===== src/rtl/udp_rx_machine.sv =====
// udp_rx_machine: receive-side Ethernet II / IPv4 / UDP parser.
// Reads the MAC byte stream and checks the destination MAC, IP and port on the fly.
// The UDP payload comes out as big-endian 32-bit words with start and end markers.
// Frames rejected in the header are discarded and counted in a saturating counter.
module udp_rx_machine #(
  parameter logic [47:0] MY_HWADDR = 48'h98_5a_eb_dd_1c_65,
  parameter logic [31:0] MY_IP     = 32'hc0a80205,
  parameter logic [15:0] MY_PORT   = 16'h4e50
) (
  input  logic        clk,
  input  logic        reset,
  input  logic        rx_adv,
  input  logic [7:0]  rx_data,
  input  logic        rx_first,
  input  logic        rx_last,
  input  logic        rx_fcs_ok,
  output logic        rx_udp_dvld,
  output logic [31:0] rx_udp_data,
  output logic        rx_udp_sof,
  output logic [15:0] rx_udp_len,
  output logic        rx_udp_eof,
  output logic        rx_udp_ok,
  output logic [15:0] rx_drop_cnt
);

  typedef enum logic [1:0] {StIdle, StHdr, StData, StDrop} state_e;

  state_e      state_q, state_d, st_eff;
  logic [10:0] cnt_q, cnt_d;
  logic [15:0] ulen_q, ulen_d;
  logic [15:0] rem_q, rem_d;
  logic [31:0] acc_q, acc_d, acc_new;
  logic [1:0]  lane_q, lane_d;
  logic        sof_pend_q, sof_pend_d;
  logic        dvld_q, dvld_d, sof_q, sof_d, eof_q, eof_d, ok_q, ok_d;
  logic [31:0] data_q, data_d;
  logic [15:0] len_q, len_d, drop_q, drop_d;
  logic [10:0] idx;
  logic        first, hdr_bad, emit, drop_inc;

  assign first = rx_adv & rx_first;

  // Header byte checker: flags the current byte as a mismatch against its header field.
  always_comb begin
    idx     = first ? 11'd0 : cnt_q;
    hdr_bad = 1'b0;
    case (idx)
      11'd0:  hdr_bad = (rx_data != MY_HWADDR[47:40]);
      11'd1:  hdr_bad = (rx_data != MY_HWADDR[39:32]);
      11'd2:  hdr_bad = (rx_data != MY_HWADDR[31:24]);
      11'd3:  hdr_bad = (rx_data != MY_HWADDR[23:16]);
      11'd4:  hdr_bad = (rx_data != MY_HWADDR[15:8]);
      11'd5:  hdr_bad = (rx_data != MY_HWADDR[7:0]);
      11'd12: hdr_bad = (rx_data != 8'h08);
      11'd13: hdr_bad = (rx_data != 8'h00);
      11'd14: hdr_bad = (rx_data != 8'h45);
      11'd20: hdr_bad = ((rx_data & 8'h3f) != 8'h00);
      11'd21: hdr_bad = (rx_data != 8'h00);
      11'd23: hdr_bad = (rx_data != 8'h11);
      11'd30: hdr_bad = (rx_data != MY_IP[31:24]);
      11'd31: hdr_bad = (rx_data != MY_IP[23:16]);
      11'd32: hdr_bad = (rx_data != MY_IP[15:8]);
      11'd33: hdr_bad = (rx_data != MY_IP[7:0]);
      11'd36: hdr_bad = (rx_data != MY_PORT[15:8]);
      11'd37: hdr_bad = (rx_data != MY_PORT[7:0]);
      11'd39: hdr_bad = ({ulen_q[15:8], rx_data} < 16'd8);
      default: ;
    endcase
  end

  // Next-state logic: parser FSM, word assembler, output pulses and drop counter.
  always_comb begin
    state_d    = state_q;
    cnt_d      = cnt_q;
    ulen_d     = ulen_q;
    rem_d      = rem_q;
    acc_d      = acc_q;
    lane_d     = lane_q;
    sof_pend_d = sof_pend_q;
    dvld_d     = 1'b0;
    sof_d      = 1'b0;
    eof_d      = 1'b0;
    ok_d       = 1'b0;
    data_d     = data_q;
    len_d      = len_q;
    drop_d     = drop_q;
    acc_new    = acc_q;
    emit       = 1'b0;
    drop_inc   = 1'b0;
    // A first byte in any state restarts parsing at header index 0.
    st_eff     = first ? StHdr : state_q;

    if (rx_adv) begin
      cnt_d = first ? 11'd1 : cnt_q + 11'd1;
      unique case (st_eff)
        StIdle: ;
        StHdr: begin
          state_d = StHdr;
          if (idx == 11'd38) ulen_d[15:8] = rx_data;
          if (idx == 11'd39) ulen_d[7:0] = rx_data;
          if (hdr_bad || rx_last) begin
            state_d  = rx_last ? StIdle : StDrop;
            drop_inc = 1'b1;
          end else if (idx == 11'd41) begin
            state_d    = StData;
            rem_d      = ulen_q - 16'd8;
            len_d      = ulen_q - 16'd8;
            acc_d      = '0;
            lane_d     = 2'd0;
            sof_pend_d = 1'b1;
          end
        end
        StData: begin
          // Bytes beyond the UDP length are Ethernet padding and are ignored.
          if (rem_q != 16'd0) begin
            unique case (lane_q)
              2'd0: acc_new[31:24] = rx_data;
              2'd1: acc_new[23:16] = rx_data;
              2'd2: acc_new[15:8]  = rx_data;
              2'd3: acc_new[7:0]   = rx_data;
            endcase
            rem_d  = rem_q - 16'd1;
            lane_d = lane_q + 2'd1;
            acc_d  = acc_new;
            emit   = (lane_q == 2'd3) || (rem_q == 16'd1);
          end
          // A truncated frame flushes whatever partial word is pending.
          if (rx_last && !emit && (lane_d != 2'd0)) emit = 1'b1;
          if (emit) begin
            dvld_d     = 1'b1;
            data_d     = acc_new;
            sof_d      = sof_pend_q;
            sof_pend_d = 1'b0;
            acc_d      = '0;
            lane_d     = 2'd0;
          end
          if (rx_last) begin
            state_d = StIdle;
            eof_d   = 1'b1;
            ok_d    = rx_fcs_ok && (rem_d == 16'd0);
          end
        end
        StDrop: if (rx_last) state_d = StIdle;
      endcase
    end

    if (drop_inc && (drop_q != 16'hffff)) drop_d = drop_q + 16'd1;
  end

  // State register with synchronous reset.
  always_ff @(posedge clk) begin
    if (reset) begin
      state_q    <= StIdle;
      cnt_q      <= '0;
      ulen_q     <= '0;
      rem_q      <= '0;
      acc_q      <= '0;
      lane_q     <= '0;
      sof_pend_q <= 1'b0;
      dvld_q     <= 1'b0;
      sof_q      <= 1'b0;
      eof_q      <= 1'b0;
      ok_q       <= 1'b0;
      data_q     <= '0;
      len_q      <= '0;
      drop_q     <= '0;
    end else begin
      state_q    <= state_d;
      cnt_q      <= cnt_d;
      ulen_q     <= ulen_d;
      rem_q      <= rem_d;
      acc_q      <= acc_d;
      lane_q     <= lane_d;
      sof_pend_q <= sof_pend_d;
      dvld_q     <= dvld_d;
      sof_q      <= sof_d;
      eof_q      <= eof_d;
      ok_q       <= ok_d;
      data_q     <= data_d;
      len_q      <= len_d;
      drop_q     <= drop_d;
    end
  end

  assign rx_udp_dvld = dvld_q;
  assign rx_udp_data = data_q;
  assign rx_udp_sof  = sof_q;
  assign rx_udp_len  = len_q;
  assign rx_udp_eof  = eof_q;
  assign rx_udp_ok   = ok_q;
  assign rx_drop_cnt = drop_q;

endmodule

===== config.mk =====
export PLATFORM = sky130hd
export DESIGN_NAME = udp_rx_machine
export DESIGN_NICKNAME = d
export VERILOG_FILES = /design/src/rtl/udp_rx_machine.sv
export SDC_FILE = /design/constraint.sdc
export NUM_CORES = 1
export LEC_CHECK = 0
export BUFFER_PORTS_ARGS = -buffer_cell sky130_fd_sc_hd__clkbuf_2
export CAP_MARGIN = 20
export CORE_MARGIN = 2
export CORE_UTILIZATION = 50
export DETAILED_ROUTE_END_ITERATION = 8
export PLACE_DENSITY = 0.78
export SLEW_MARGIN = 30
export SYNTH_ARGS = -nofsm -noshare
export SYNTH_HDL_FRONTEND = slang
export SYNTH_SLANG_ARGS = --single-unit

===== constraint.sdc =====
create_clock -name clk -period 7.5 [get_ports clk]
set_input_delay 1.5 -clock clk [delete_from_list [all_inputs] [get_ports clk]]
set_output_delay 1.5 -clock clk [all_outputs]
set_load 0.01 [all_outputs]

# Word level (Yosys, flattened, before mapping)
# Cells that the tools add are included.
dict set report totals {
  reg_bits 148
  output_inout_bits 68
  in_bits 14
}
dict set report classes {
  add_sub_neg 5
  bitwise 6
  magnitude_cmp 1
  eq_ne 47
  reduce_logical 28
  muxes 46
}
# cell n
set op_table {}
lappend op_table {{2-to-1 mux 32 bit} 4}
lappend op_table {{2-to-1 mux 16 bit} 5}
lappend op_table {{equality test 11 x 6 -> 1 bit, second input constant} 7}
lappend op_table {{case mux 32 bit (2 select lines)} 1}
lappend op_table {{equality test 11 x 5 -> 1 bit, second input constant} 5}
lappend op_table {{inequality test 8 x 7 -> 1 bit, second input constant} 5}
lappend op_table {{inequality test 8 bit, second input constant} 5}
lappend op_table {{equality test 11 x 4 -> 1 bit, second input constant} 3}
lappend op_table {{2-to-1 mux 8 bit} 4}
lappend op_table {{case mux 16 bit (2 select lines)} 1}
lappend op_table {{equality test 11 x 2 -> 1 bit, second input constant} 2}
lappend op_table {{equality test 11 x 3 -> 1 bit, second input constant} 2}
lappend op_table {{2-to-1 mux 11 bit} 2}
lappend op_table {{2-to-1 mux 2 bit} 11}
lappend op_table {{case mux 1 bit (18 select lines)} 1}
lappend op_table {{adder 16 x 1 -> 16 bit, second input constant} 1}
lappend op_table {{equality test 16 x 1 -> 1 bit, second input constant} 1}
lappend op_table {{zero test 16 bit} 1}
lappend op_table {{< comparator 16 x 4 -> 1 bit, second input constant} 1}
lappend op_table {{inequality test 16 bit, second input constant} 1}
lappend op_table {{inequality test 8 x 5 -> 1 bit, second input constant} 2}
lappend op_table {{nonzero test 16 bit} 1}
lappend op_table {{nonzero test 8 bit} 2}
lappend op_table {{subtractor 16 x 1 -> 16 bit, second input constant} 1}
lappend op_table {{other kinds (28)} 64}

# Longest topological paths before layout
# Gate-level depths: netlist of run 1.
dict set report depth {
  word_depth 13
  ltp_mapped 13
}

# Least setup slack after synthesis of run 1
# No wires, ideal clock.
dict set report synth_timing {
  path_kind {input -> register}
  start {input rx_first}
  end {register drop_q[15] (netlist: rx_drop_cnt[15])}
  t_arrival_ps 3823
  setup_slack_ps 3557
  cell_stages 11
  required_ps 7379
  setup_ps 121
  path_cell_list {buf_6 -> a2111oi_4 -> nand2_1 -> a21oi_2 -> a211oi_1 -> nor4_2 -> xor2_1 -> and4b_1 -> buf_6 -> nor4b_1 -> mux2_2}
}
dict set report synth_via {
  elab_chain_cells 10
  word_cells_on_any_way 30
}
# item line
set synth_lines {}
lappend synth_lines {{from (decl)} 14} ;# input logic rx_first,
lappend synth_lines {{bitwise AND 1 bit (*)} 41} ;# assign first = rx_adv & rx_first;
lappend synth_lines {{2-to-1 mux 11 bit} 45} ;# idx = first ? 11'd0 : cnt_q;
lappend synth_lines {{equality test 11 x 5 -> 1 bit / equality test 11 x 4 -> 1 bit (equally long branches)} 47} ;# case (idx)
lappend synth_lines {{OR reduction 2 bit (no source line)} --}
lappend synth_lines {{case mux 1 bit (18 select lines)} 47}
lappend synth_lines {{logical OR 1 bit} 101} ;# if (hdr_bad || rx_last) begin
lappend synth_lines {{2-to-1 mux 1 bit} 101}
lappend synth_lines {{2-to-1 mux 1 bit (*)} 95} ;# unique case (st_eff)
lappend synth_lines {{2-to-1 mux 1 bit (*)} 93} ;# if (rx_adv) begin
lappend synth_lines {{logical AND 1 bit (*)} 147} ;# if (drop_inc && (drop_q != 16'hffff)) drop_d = drop_q + 16'd1;
lappend synth_lines {{to (signal assigned)} 181} ;# drop_q <= drop_d;
lappend synth_lines {{to (decl)} 37} ;# logic [15:0] len_q, len_d, drop_q, drop_d;
# Mark *: on every way between the ends. The rest lies on a longest branch, timed or not.
# A chain may end at the register's enable or synchronous reset.

# Worst setup path in the final report of run 1
dict set report layout_timing {
  start {input rx_adv}
  end {register drop_q[0] (netlist: rx_drop_cnt[0])}
}
dict set report layout_via {
  elab_chain_cells 10
  word_cells_on_any_way 30
}
# item line
set layout_lines {}
lappend layout_lines {{from (decl)} 12} ;# input logic rx_adv,
lappend layout_lines {{bitwise AND 1 bit} 41}
lappend layout_lines {{2-to-1 mux 11 bit} 45}
lappend layout_lines {{equality test 11 x 5 -> 1 bit / equality test 11 x 4 -> 1 bit (equally long branches)} 47}
lappend layout_lines {{OR reduction 2 bit (no source line)} --}
lappend layout_lines {{case mux 1 bit (18 select lines)} 47}
lappend layout_lines {{logical OR 1 bit} 101}
lappend layout_lines {{2-to-1 mux 1 bit} 101}
lappend layout_lines {{2-to-1 mux 1 bit} 95}
lappend layout_lines {{2-to-1 mux 1 bit (*)} 93}
lappend layout_lines {{logical AND 1 bit (*)} 147}
# Marks and branches as above.

==> results of run 1 <==
per-stage QoR:
step | instance area (um2) | utilization (%) | instances | setup slack [ps] | total power [mW]
6_report | 8510 | 58.1 | 1125 | 2920 | 1.76
5_1_grt | 8510 | 58.1 | 1125 | 2690 | 1.82
4_1_cts | 8510 | 58.1 | 1125 | 2940 | 1.77
3_5_place_dp | 7930 | 54.1 | 1094 | 2500 | 0.946
3_3_place_gp | 7930 | 54.1 | 1094 | 2570 | 0.945
2_1_floorplan | 7570 | - | 894 | 3560 | 0.914
worst paths after layout:
path | slack (ps) | end | cells after the start | start
worst min-delay path | 460 | acc_q[0] | 1 | acc_q[0]
worst max register to register | 3630 | rx_drop_cnt[0] | 9 | cnt_q[2]
worst max-delay path | 2920 | rx_drop_cnt[0] | 10 | rx_adv
worst min register to register | 460 | acc_q[0] | 1 | acc_q[0]
worst max-delay path, cell delays in order:
cell and delay, ps:
clkbuf_2 240, nand2_1 560, nand4_1 170, a21oi_1 310
xor2_1 100, or4b_2 610, a22oi_1 220, and4b_1 710
nor2b_1 170, mux2_2 300
cells in the mapped netlist, types with 4 or more instances:
master	count	area share, %
ha_1	10	1.7
buf_1	4	0.20
o2111ai_1	4	0.46
a22oi_1	32	3.2
nand3_1	33	2.2
nor2_2	7	0.58
clkbuf_1	42	2.1
mux2i_1	53	7.0
mux2_2	6	0.89
o211ai_1	4	0.40
xor2_1	14	1.6
o21ai_0	25	1.7
or3_1	4	0.33
nor4_1	10	0.83
a31oi_1	4	0.33
xnor2_1	13	1.5
o21a_1	4	0.40
nor2_1	154	7.6
and3_1	11	0.91
a211oi_1	47	4.7
nand4_1	16	1.3
buf_2	17	1.1
nor3_1	38	2.5
dfxtp_1	148	39
nor2b_1	19	1.6
and2_1	19	1.6
nand2b_1	7	0.58
nand3b_1	4	0.40
a21oi_1	21	1.4
inv_1	8	0.40
mux2_4	7	1.4
nand2_1	49	2.4
area by class of cell:
cell class	count	area, um2
timing repair buffer	85	438
multi-input combinational	669	4270
clock buffer	22	484
sequential	148	2960
inverter	8	30.0
fill	1308	6140
clock inverter	9	93.8
tap	184	230
per-layer routing:
| layer | global-route usage [%] | routed length [um] | up-vias |
|---|---|---|---|
| li1 | - | - | 3263 |
| met1 | 30.7 | 8190 | 3066 |
| met2 | 36.0 | 8360 | 225 |
| met3 | 4.61 | 1180 | 39 |
| met4 | 9.63 | 512 | 0 |
| met5 | 0 | 0 | - |
cells by family after synthesis:
logic type | share of synthesized area, %
mux | 9.29
compound gates | 15.7
fa+ha+maj | 1.65
buf+inv | 4.71
flops | 39.1
simple gates | 26.4
xor+xnor | 3.12
sequential cells by signal, summed over array words and instances, names as in the netlist, 2 cells and up:
register	cells
rem_q	16
cnt_q	11
lane_q	2
state_q	2
acc_q	32
rx_udp_data	32
rx_udp_len	16
rx_drop_cnt	16
ulen_q	16
power by group:
group          total [mW]  switching (mW)  leakage, nW  internal [mW]
Combinational       0.131          0.0901         1.58         0.0407
Clock               0.827           0.333        0.280          0.493
Sequential          0.800         0.00750         1.19          0.792
==> results by group, run 1 <==
Outcome
  • Status: complete, no violations

STA
  • Slew margin rel.: 41.6%
  • Tightest Pin Transition: 872 ps
  • Final Hold Violating Endpoints: 0
  • F_max: 218 MHz
  • Final period utilization: 61.1%
  • Max-slew violations: 0
  • Hold_ws: 464 ps
  • RSZ-0062 raised after global routing: false
  • Setup TNS: 0 ps
  • Setup violators final: 0
  • Fin crit period: 4580 ps
  • Fin Clk Skew: 10.2 ps

Global routing
  • Overall routing resource usage: 22.8%
  • Largest net degree at the start of global routing: 83
  • Antenna violations before repair: 0
  • Vias in the first global route: 6,048
  • Grt total ovfl: 0
  • First-pass GRT wire length: 30,000 um

Detailed routing
  • Post-route ant nets: 0
  • 1st-iter DRT viols: 579
  • DRC: 0
  • Vias per cell: 5.86
  • Final WL: 18,200 um
  • DR pass1 iterations: 6
  • Vias: 6,593
  • Routed len/inst: 16.2 um

Worst setup path
  • CP startpoint kind: input pin
  • CP max FO: 22
  • Signal arrival time at the worst endpoint: 4900 ps
  • CP Data Required Time: 7810 ps
  • WS Path Type: in2reg
  • CP Capture Type: flop

Yosys
  • Seq/Total Area, Yosys: 39.1%
  • Post-synth EDFFs: 0
  • Cells after synthesis: 894
  • Yosys warnings: 0
  • Syn Nets: 918
  • Cell Area, Synth: 7570 um2
  • Yosys cell types: 67
  • Synthesis-stage register bit count: 148
  • Dominant synthesized flop cell: dfxtp_1
  • Async SR Flop Fraction: 0%
  • Mapped Avg Cell Area: 8.47 um2

Clocking
  • H-tree depth: 4
  • CTS max path bufs: 2
  • Later-pin clock latency in the skew report: 420 ps
  • Clk sinks: 148
  • Cts bufs inserted: 17
  • Clk slew on worst S/H paths: 60 ps
  • Root Buffer: clkbuf_16
  • Number of setup buffers added after CTS: 0
  • Post-CTS Hold Fix Bufs: 0
  • Post_cts resized: 0
  • CTS tree: built

Power and ir drop
  • Peak VDD IR: 201 uV
  • Pwr dens: 207 nW/um2
  • Leak: 3.05 nW

Finish
  • Share of layout cells above drive strength 1: 16.6%
  • Most common cell after layout, fill and taps aside: nor2_1
  • Diode count: 0
  • Most frequent cells in the layout: nor2_1 (153), dfxtp_1 (148), clkbuf_2 (80)
  • Area growth, synth to finish: 12.4%
  • Fin nets: 953

Floorplanning
  • Die ar.: 16,100 um2
  • Initial cell density of the core: 51.7%
  • Chip height: 127 um
  • Chip width: 127 um
  • Io pins: 82
  • Rows: 44
  • Core ar.: 14,600 um2

Place
  • Final HPWL DP: 12,100 um
  • GPL Wtd Cong: 0.936
  • Number of buffers added on ports: 81

Job
  • MaxCap Viol Count: 0

Worst hold path
  • HP Class: reg2reg
(Power assumes the default switching activity.)
==> run 2, diff against run 1 <==
==> constraint.sdc (replaced) <==
create_clock -name clk -period 4.6 [get_ports clk]
set_input_delay 0.92 -clock clk [delete_from_list [all_inputs] [get_ports clk]]
set_output_delay 0.92 -clock clk [all_outputs]
set_load 0.01 [all_outputs]
==> run 2 against run 1 <==
Sequential power up 62%. Via count rose by 0.36%. Power grew 71%. Global-route usage grew 0.70 points. Hold slack lost 2.8 ps. Non-clock buffer count grew 6. Sequential cell count unchanged. First-iteration DRC count increased by 4.5%. Utilization rose by 0.72 points. Sequential share of layout area fell by 0.42 points. Clock power up 79%. Critical path type is now reg2reg. Largest power group unchanged.
==> results by group, run 2 (same netlist as run 1, synthesis figures left out) <==
Worst hold path
  • Hold depth: 1
  • HP Class: reg2reg

Worst setup path
  • WS Path Type: reg2reg
  • Worst setup path endpoint: acc_q[26]
  • CP startpoint kind: flop
  • Reg-to-Reg End: acc_q[26]
  • Reg2Reg Setup Slack: 1130 ps
  • CP Data Required Time: 4960 ps
  • CP Capture Type: flop
  • Reg2reg start: rem_q[3]
  • Depth of the most critical reg-to-reg path: 8
  • Critical path launch point: rem_q[3]
  • CP max FO: 19
  • Signal arrival time at the worst endpoint: 3830 ps

Power and ir drop
  • Pwr dens: 349 nW/um2
  • Leak: 3.11 nW
  • Peak VDD IR: 351 uV

Detailed routing
  • Final WL: 18,500 um
  • Post-route ant nets: 0
  • 1st-iter DRT viols: 605
  • DRC: 0
  • Vias: 6,617
  • DR pass1 iterations: 6
  • Vias per cell: 5.85
  • Routed len/inst: 16.3 um

Clocking
  • CTS tree: built
  • Later-pin clock latency in the skew report: 440 ps
  • Post-CTS Hold Fix Bufs: 0
  • CTS max path bufs: 2
  • Clk slew on worst S/H paths: 70 ps
  • Clk sinks: 148
  • Root Buffer: clkbuf_16
  • Number of setup buffers added after CTS: 0
  • Cts bufs inserted: 17
  • H-tree depth: 4
  • Post_cts resized: 0

STA
  • Setup TNS: 0 ps
  • Final period utilization: 75.4%
  • Setup violators final: 0
  • Final Hold Violating Endpoints: 0
  • Max-slew violations: 0
  • RSZ-0062 raised after global routing: false
  • F_max: 288 MHz
  • Slew margin rel.: 40.6%
  • Tightest Pin Transition: 886 ps
  • Fin crit period: 3470 ps
  • Fin Clk Skew: 13.9 ps

Global routing
  • First-pass GRT wire length: 31,100 um
  • Largest net degree at the start of global routing: 67
  • Grt total ovfl: 0
  • Vias in the first global route: 6,291
  • Antenna violations before repair: 0
  • Overall routing resource usage: 23.5%

Place
  • Final HPWL DP: 12,300 um
  • GPL Wtd Cong: 0.944
  • Post-place instance area: 7990 um2
  • Number of buffers added on ports: 81

Floorplanning
  • Chip width: 127 um
  • Initial cell density of the core: 51.7%
  • Rows: 44
  • Io pins: 82
  • Core ar.: 14,600 um2
  • Chip height: 127 um
  • Die ar.: 16,100 um2

Finish
  • Diode count: 0
  • Area growth, synth to finish: 13.8%
  • Share of layout cells above drive strength 1: 17.1%
  • Most common cell after layout, fill and taps aside: nor2_1
  • Fin nets: 959
  • Post-route design area: 8610 um2
  • Fillers: 1,304
  • Most frequent cells in the layout: nor2_1 (153), dfxtp_1 (148), clkbuf_2 (80)

Job
  • MaxCap Viol Count: 0

Outcome
  • Status: complete, no violations
==> run 2: through the flow <==
stage	std cells	hold WS (ps)	util [%]	worst slack [ps]	total power [mW]
3_5_place_dp	1100	447	54.5	758	1.55
3_3_place_gp	1100	441	54.5	859	1.54
5_1_grt	1132	476	58.8	788	3.10
4_1_cts	1132	462	58.8	1140	3.02
2_1_floorplan	894	429	-	1240	1.49
6_report	1132	462	58.8	1130	3.00
==> run 2: critical path, stage by stage (launching register included) <==
cell,delay [ps]
dfxtp_1,360
or4_1,670
nor4b_4,370
nand3_1,550
o21ai_1,500
and2b_1,280
and2_0,400
a22oi_1,160
nor2_1,110
==> run 2: power by group <==
part / switching, mW / total, mW / internal (mW)
Combinational: 0.148 / 0.216 / 0.0679
Sequential: 0.0116 / 1.30 / 1.29
Clock: 0.570 / 1.48 / 0.914
Total: 0.730 / 3.00 / 2.27
==> run 2: worst min path at each step <==
| stage | slack (ps) | start | to |
|---|---|---|---|
| finish | 460 | acc_q[4] | acc_q[4] |
| detailed placement | 450 | acc_q[5] | acc_q[5] |
| global placement | 440 | acc_q[3] | acc_q[3] |
| floorplan | 430 | acc_q[0] | acc_q[0] |
| CTS | 460 | acc_q[4] | acc_q[4] |
| global route | 480 | acc_q[4] | acc_q[4] |
==> run 2: area by class of cell <==
class	instances	area [um2]	share of cell area, %
Multi-Input combinational cell	669	4270	49.5
Sequential cell	148	2960	34.4
Timing Repair Buffer	91	495	5.75
Clock buffer	18	429	4.98
Tap cell	184	230	2.67
Clock inverter	14	198	2.30
Inverter	8	30.0	0.349
==> run 2: metal layers <==
layer / track usage, % / vias to the layer above / part of all wire (%)
met5: 0 / - / 0
met4: 9.18 / 0 / 2.3
met3: 4.27 / 43 / 6.2
met2: 37.2 / 227 / 45
met1: 32.2 / 3066 / 47
li1: - / 3281 / -
==> run 3, diff against run 2 <==
==> constraint.sdc (replaced) <==
create_clock -name clk -period 3.3 [get_ports clk]
set_input_delay 0.66 -clock clk [delete_from_list [all_inputs] [get_ports clk]]
set_output_delay 0.66 -clock clk [all_outputs]
set_load 0.01 [all_outputs]
==> run 3 against run 2 <==
Power up 36%. Combinational power up 54%. Hold slack got worse by 1.9 ps. Critical path depth is 2 higher. Count of clock-buffer cells in the layout rose by 1. Maximum frequency is 14% higher. Largest power group unchanged. Register-to-register slack lost 880 ps. Final area rose by 2.5%.
==> results by group, run 3 (same netlist as run 1, synthesis figures left out) <==
Outcome
  • Status: complete, no violations

Finish
  • Fillers: 1,260
  • Most frequent cells in the layout: nor2_1 (153), dfxtp_1 (148), clkbuf_2 (80)
  • Diode count: 0
  • Share of layout cells above drive strength 1: 20.1%
  • Fin nets: 991
  • Util after Layout: 60.3%
  • Most common cell after layout, fill and taps aside: nor2_1
  • Area growth, synth to finish: 16.7%

Place
  • Final HPWL DP: 12,900 um
  • Number of buffers added on ports: 81
  • GPL Wtd Cong: 0.927

Detailed routing
  • Post-route ant nets: 0
  • Vias per cell: 5.83
  • Routed len/inst: 16.2 um
  • Vias: 6,791
  • DR pass1 iterations: 5
  • Final WL: 18,900 um
  • DRC: 0
  • 1st-iter DRT viols: 568

Global routing
  • Vias in the first global route: 6,266
  • Overall routing resource usage: 23.6%
  • Grt total ovfl: 0
  • First-pass GRT wire length: 31,000 um
  • Largest net degree at the start of global routing: 65
  • Antenna violations before repair: 0

Worst setup path
  • CP Data Required Time: 3610 ps
  • Worst-path cell chain: nor4b_4 > nand4_1 > a21oi_2 > a211oi_1 > nor4_2 > xor2_1 > and4b_1 > buf_4 > nor4b_1 > mux2_2
  • CP max FO: 7
  • CP Capture Type: flop
  • Slowest CP cell: dfxtp_1
  • Signal arrival time at the worst endpoint: 3360 ps
  • CP peak stage delay: 530 ps
  • WS Path Type: reg2reg
  • CP startpoint kind: flop

STA
  • Tightest Pin Transition: 831 ps
  • Final Hold Violating Endpoints: 0
  • RSZ-0062 raised after global routing: false
  • Max-slew violations: 0
  • Fin crit period: 3050 ps
  • Setup violators final: 0
  • Fin Clk Skew: 7.13 ps
  • Final period utilization: 92.3%
  • Slew margin rel.: 44.5%
  • Setup TNS: 0 ps
  • F_max: 328 MHz

Clocking
  • Number of setup buffers added after CTS: 0
  • Clk sinks: 148
  • Root Buffer: clkbuf_16
  • Later-pin clock latency in the skew report: 420 ps
  • CTS max path bufs: 2
  • Cts bufs inserted: 17
  • Clk slew on worst S/H paths: 60 ps
  • H-tree depth: 4
  • Post-CTS Hold Fix Bufs: 0
  • CTS tree: built

Power and ir drop
  • Peak VDD IR: 421 uV
  • Pwr dens: 462 nW/um2
  • Leak: 3.25 nW

Floorplanning
  • Rows: 44
  • Die ar.: 16,100 um2
  • Chip height: 127 um
  • Chip width: 127 um
  • Core ar.: 14,600 um2
  • Initial cell density of the core: 51.7%
  • Io pins: 82

Job
  • MaxCap Viol Count: 0

Worst hold path
  • HP Class: reg2reg
run 3: cell types whose count changed in the layout (fill, tap and decap cells not counted):
cell        before  now
clkinvlp_4       1    2
clkinv_2         3    2
nor4_1          10    9
o21a_2           0    1
clkbuf_8         0    1
buf_4           10   42
nor3_1          37   36
o21a_1           4    3
nor4_2           1    2
bufinv_16        4    2
clkinv_4         2    3
nor3_2           4    5
run 3: cell type report:
cell class	instances	area, um2	area share (%)
clock buffer	19	443	5.02
timing repair buffer	123	736	8.33
inverter	8	30.0	0.340
multi-input combinational	669	4280	48.5
tap	184	230	2.61
sequential	148	2960	33.6
clock inverter	13	149	1.69
run 3: where the power goes:
part	leakage (nW)	total [mW]	internal, mW	switching, mW
sequential	1.19	1.82	1.80	0.0152
combinational	1.77	0.332	0.117	0.215
clock	0.286	1.94	1.15	0.791
total	3.25	4.08	3.06	1.02
run 3: critical path: cells and delay by family, from the launching register on:
kind	cells	cell delay, ps
simple gates	5	1410
compound gates	2	350
xor+xnor	1	120
flops	1	530
mux	1	370
buf+inv	1	160
run 3: layer usage:
metal	vias to the layer above	routed length, um	track usage (%)
met5	-	0	0
met1	3200	8590	30.5
met2	208	8860	38.9
li1	3341	-	-
met4	0	434	9.57
met3	42	991	4.56
run 3: final timing paths:
| kind | start | end | slack, ps | cells past startpoint |
|---|---|---|---|---|
| hold reg to reg | acc_q[6] | acc_q[6] | 460 | 1 |
| setup / recovery | cnt_q[5] | rx_drop_cnt[15] | 250 | 10 |
| hold / removal | acc_q[6] | acc_q[6] | 460 | 1 |
| setup reg to reg | cnt_q[5] | rx_drop_cnt[15] | 250 | 10 |
run 3: repair_timing:
action / 4_1_cts / 5_1_grt
gates resized for setup: 0 / 3
setup endpoints to repair: 0 / 10
endpoints found under the hold margin: 0 / 0
run 3: stage by stage:
stage / power, mW / worst slack [ps] / std cells / instance area, um2 / hold WS [ps]
after floorplan: 2.08 / 197 / 894 / 7570 / 429
after global placement: 2.18 / 42.5 / 1132 / 8230 / 443
after detailed placement: 2.18 / 16.5 / 1132 / 8230 / 443
after CTS: 4.11 / 233 / 1164 / 8820 / 463
after global routing: 4.22 / 23.0 / 1164 / 8830 / 475
final: 4.08 / 254 / 1164 / 8830 / 460
